==> config.mk <==
export PLATFORM = sky130hd
export DESIGN_NAME = hazard_forward_ctrl
export DESIGN_NICKNAME = d
export VERILOG_FILES = /design/src/rtl/hazard_forward_ctrl.sv
export SDC_FILE = /design/constraint.sdc
export NUM_CORES = 1
export LEC_CHECK = 0
export BUFFER_PORTS_ARGS = -buffer_cell sky130_fd_sc_hd__clkbuf_2
export CAP_MARGIN = 20
export CORE_ASPECT_RATIO = 1.5
export CORE_UTILIZATION = 47
export DETAILED_ROUTE_END_ITERATION = 6
export GPL_TIMING_DRIVEN = 0
export PLACE_DENSITY_LB_ADDON = 0.12
export SYNTH_ARGS = -nofsm -noshare
export SYNTH_HDL_FRONTEND = slang
export SYNTH_SLANG_ARGS = --single-unit
==> constraint.sdc <==
create_clock -name clk -period 2.8 [get_ports clk]
set_input_delay 0.7 -clock clk [delete_from_list [all_inputs] [get_ports clk]]
set_output_delay 0.7 -clock clk [all_outputs]
set_load 0.02 [all_outputs]
==> src/rtl/hazard_forward_ctrl.sv <==
// Forwarding and load-use hazard controller beside the ID stage. Keeps its own pipeline of
// in-flight destination tags and decodes per-source forward selects, stall and a stall counter.
module hazard_forward_ctrl #(
   parameter int AW         = 5,
   parameter int NUM_SRC    = 2,
   parameter int FWD_DEPTH  = 3,
   parameter int LOAD_READY = 2,
   parameter int SW         = $clog2(FWD_DEPTH + 1)
) (
   input  logic                  clk,
   input  logic                  reset,
   input  logic                  id_valid,
   input  logic [NUM_SRC*AW-1:0] id_src_addr,
   input  logic [NUM_SRC-1:0]    id_src_used,
   input  logic [AW-1:0]         id_dst_addr,
   input  logic                  id_regwr,
   input  logic                  id_is_load,
   input  logic                  id_flush,
   input  logic                  pipe_hold,
   output logic [NUM_SRC*SW-1:0] fwd_sel,
   output logic                  stall,
   output logic [15:0]           stall_count
);

   // Tag stage k describes the instruction whose result is on stage k's result bus.
   logic [FWD_DEPTH:1] tag_v;
   logic [FWD_DEPTH:1] tag_ld;
   logic [AW-1:0]      tag_addr [1:FWD_DEPTH];

   logic [FWD_DEPTH:1] match [NUM_SRC];
   logic [NUM_SRC-1:0] src_hazard;
   logic               issue;
   logic               advance;

   assign advance = !pipe_hold;
   assign issue   = id_valid && !id_flush && !stall && id_regwr && (id_dst_addr != '0);

   always_comb begin
      for (int i = 0; i < NUM_SRC; i++) begin
         match[i] = '0;
         for (int k = 1; k <= FWD_DEPTH; k++) begin
            match[i][k] = id_src_used[i] && tag_v[k]
                          && (tag_addr[k] == id_src_addr[i*AW +: AW])
                          && (id_src_addr[i*AW +: AW] != '0);
         end
      end
   end

   // Oldest-to-youngest scan: the last hit written is the youngest producer.
   always_comb begin
      // NOTE: outputs get defaults before the scan so no path leaves them unassigned (no latch).
      fwd_sel    = '0;
      src_hazard = '0;
      for (int i = 0; i < NUM_SRC; i++) begin
         for (int k = FWD_DEPTH; k >= 1; k--) begin
            if (match[i][k]) begin
               fwd_sel[i*SW +: SW] = SW'(k);
               src_hazard[i]       = tag_ld[k] && (k < LOAD_READY);
            end
         end
      end
   end

   assign stall = id_valid && !id_flush && (|src_hazard);

   always_ff @(posedge clk) begin
      // NOTE: state uses non-blocking assignments so each stage shifts in its neighbour's pre-edge value.
      if (reset) begin
         tag_v <= '0;
      end else if (advance) begin
         tag_v[1] <= issue;
         for (int k = 2; k <= FWD_DEPTH; k++) begin
            tag_v[k] <= tag_v[k-1];
         end
      end
   end

   // NOTE: address and load fields are meaningless unless tag_v is set, so they carry no reset.
   always_ff @(posedge clk) begin
      if (advance) begin
         tag_addr[1] <= id_dst_addr;
         tag_ld[1]   <= id_is_load;
         for (int k = 2; k <= FWD_DEPTH; k++) begin
            tag_addr[k] <= tag_addr[k-1];
            tag_ld[k]   <= tag_ld[k-1];
         end
      end
   end

   always_ff @(posedge clk) begin
      if (reset) begin
         stall_count <= '0;
      end else if (stall && advance && (stall_count != 16'hFFFF)) begin
         stall_count <= stall_count + 16'd1;
      end
   end

endmodule

==> out/qor.yml <==
worst_setup_path:
  cp.required_ns: 2.10
  crit_arrival_ns: 2.12
  cp-end-kind: "output pin"
  path_class: "in -> out"
  startpoint_type: "input pin"
  worstPathMaxFanout: 4
cts:
  cts_made_buffers: 5
  cts_root_buffer: "clkbuf_8"
  cts_buffer_depth: 2
  hold_buffers: 0
  path_clk_slew_ns: 0.07
  h-tree-depth: 2
  clock_latency_ns: 0.29
  cts_tree: "yes"
  cts.sinks: 35
floorplan:
  fp-row-count: 27
  die_h_um: 78.1
  die_w_um: 52.8
  start_util_pct: 49.3
  coreArea_mm2: 0.00368
  ioPinCount: 45
  die_area_mm2: 0.00412
outcome:
  status: "finished, violations left"
  violations: "setup timing"
timing:
  fmax_mhz: 355
  setup_slack_ns: -0.0199
  rsz0062_at_grt: "yes"
  final_hold_viol_count: 0
  min_period_over_period_pct: 101
  finalClockSkew_ns: 0.00571
  setup_viol: 2
  period_needed_ns: 2.82
  drv_slew: 0
  worst_pin_slew_ns: 0.800
  max_slew_margin_pct: 46.2
synth:
  synth_nets: 206
  yosysWarnings: 0
  syn_area_mm2: 0.00182
  synth_top_cell_by_area: "edfxtp_1"
  ys.flop_type: "dfxtp_1"
  ys_seq_area_share_pct: 47.4
  yosysUniqueCellTypes: 36
  avgSynthCellArea_um2: 10.0
  synthCells: 181
  ys_ff_latch: 35
  synth_enable_flop_cells: 16
  synth.top_cell.area_share_pct: 26.4
  synth_area_leaders: "edfxtp_1 26%, dfxtp_1 21%, xor2_1 9.6%, xnor2_1 5.8%, a21oi_1 4.1%"
  async_reset_ff_share_pct: 0
drt:
  drc: 0
  antenna_left: 0
  top_layer: "met4"
  met1_length_mm: 1.86
  wl_mm: 5.03
  drt_pass1_iterations: 4
  viasPerCell: 5.64
  num_vias: 1663
  drtIter0Drc: 24
  dr_wl_met2_mm: 2.85
  wl_per_cell_um: 17.1
  wl_met3_um: 153
grt:
  grt_max_degree: 17
  grt_use_total_pct: 24.3
  grt_antenna_before_repair: 0
  grt_pass1_wl_mm: 7.20
  grt_pass1_vias: 1617
  grt_overflow: 0
placed_design:
  dp_slack_ns: -0.602
  dpl.hpwl_mm: 3.28
  finalWeightedCongestion: 0.836
  port_buffers: 44
power:
  sw_frac_of_total_pct: 23.8
  clkPwrFrac_pct: 39.5
  p_total_mw: 1.16
  p_int_mw: 0.887
  vdd_ir_drop_max_uv: 450
  p_sw_mw: 0.276
  powerDensity_mw_per_mm2: 458
  pwr-share-seq_pct: 49.3
  cellLeakagePower_nw: 0.951
  p_comb_share_pct: 11.3
layout:
  n_antenna_cell: 0
  final_core_util_pct: 69.0
  layout-drive-gt1-share_pct: 35.3
  num-fill-cells: 301
  fin_nets: 276
  final_cell_mix: "34 x clkbuf_2, 19 x buf_4, 19 x dfxtp_1"
  final_common_cell: "clkbuf_2"
  area_growth_syn_to_layout_pct: 39.8
run:
  maxCapViolations: 0
min_path:
  holdCritPathClass: "reg -> reg"
==> worst max-delay path, cell delays in order <==
cell and delay [ns]:
buf_8 0.11, or4_4 0.56, o21ai_2 0.16, nand4b_1 0.17
a21o_1 0.21, nor3b_2 0.06, buf_4 0.15
==> path summary, 6_finish.rpt <==
kind | startpoint | end | slack (ns) | cells past startpoint
max | id_src_addr[0] | stall | -0.02 | 7
max reg2reg | tag_addr[0][5] | stall_count[15] | 0.13 | 8
min | stall_count[5] | stall_count[5] | 0.51 | 2
min reg2reg | stall_count[5] | stall_count[5] | 0.51 | 2
==> repair_timing <==
item                                    CTS  global route
pin swaps                                12            13
endpoints found under the hold margin     0             0
cloned                                    0             1
endpoints found under the setup margin    5             6
buffers inserted                         11             8
gates resized for setup                  27            19
==> area by class of cell <==
| type | count | area (µm²) | area share, % |
|---|---|---|---|
| multi-input cells | 140 | 1030 | 40.4 |
| inverters | 4 | 15.0 | 0.591 |
| clock buffers | 5 | 68.8 | 2.71 |
| repair buffers | 63 | 464 | 18.3 |
| flip-flops and latches | 35 | 861 | 33.9 |
| plain buffers | 2 | 7.51 | 0.296 |
| well taps | 43 | 53.8 | 2.12 |
| clock inverters | 3 | 43.8 | 1.72 |
==> logic make-up (layout without fill, tap and decap cells) <==
family	Yosys count	count (layout)	synth area share, %
XOR/XNOR	32	32	15.4
buffers and inverters	7	77	1.51
AO/OA/AOI/OAI	37	38	12.3
AND/OR/NAND/NOR	65	65	20.5
flip-flops	35	35	47.4
adder cells (fa/ha/maj)	1	1	0.689
multiplexers	4	4	2.27
==> state kept, by name, indices dropped and copies added (netlist names) <==
signal       count
tag_v            3
tag_addr        15
tag_ld           1
stall_count     16
==> routing by layer <==
layer	vias to the layer above	global-route usage (%)
met4	0	8.16
li1	815	-
met2	38	48.1
met1	799	22.2
met5	-	0
met3	11	6.20
==> Yosys cell counts (3+ instances only) <==
cell      instances
or3_1             6
nand4_1           5
xnor2_1          12
nand2_1           9
nand3_1           7
edfxtp_1         16
inv_1             4
nor4_1            5
o31ai_1           8
mux2i_1           3
dfxtp_1          19
or4_1             9
o21ai_0           8
nor2_1           11
xor2_1           20
a21oi_1          15
==> metrics by stage <==
step / TNS (ns) / cells / hold slack, ns / instance area, µm²
2_1_floorplan: -0.141 / 181 / 0.468 / 1820
3_3_place_gp: -1.56 / 268 / 0.478 / 2100
3_5_place_dp: -1.93 / 268 / 0.500 / 2100
4_1_cts: -0.137 / 287 / 0.512 / 2420
5_1_grt: -0.132 / 295 / 0.545 / 2540
6_report: -0.0300 / 295 / 0.513 / 2540
==> power groups by stage <==
stage,Combinational (mW),Clock [mW],Sequential (mW)
finish,0.131,0.459,0.573
detailed placement,0.0909,0,0.584
global placement,0.0865,0,0.583
CTS,0.113,0.461,0.572
global route,0.141,0.484,0.575
floorplan,0.0513,0,0.579
No activity file was read; power rests on OpenSTA's default activity.
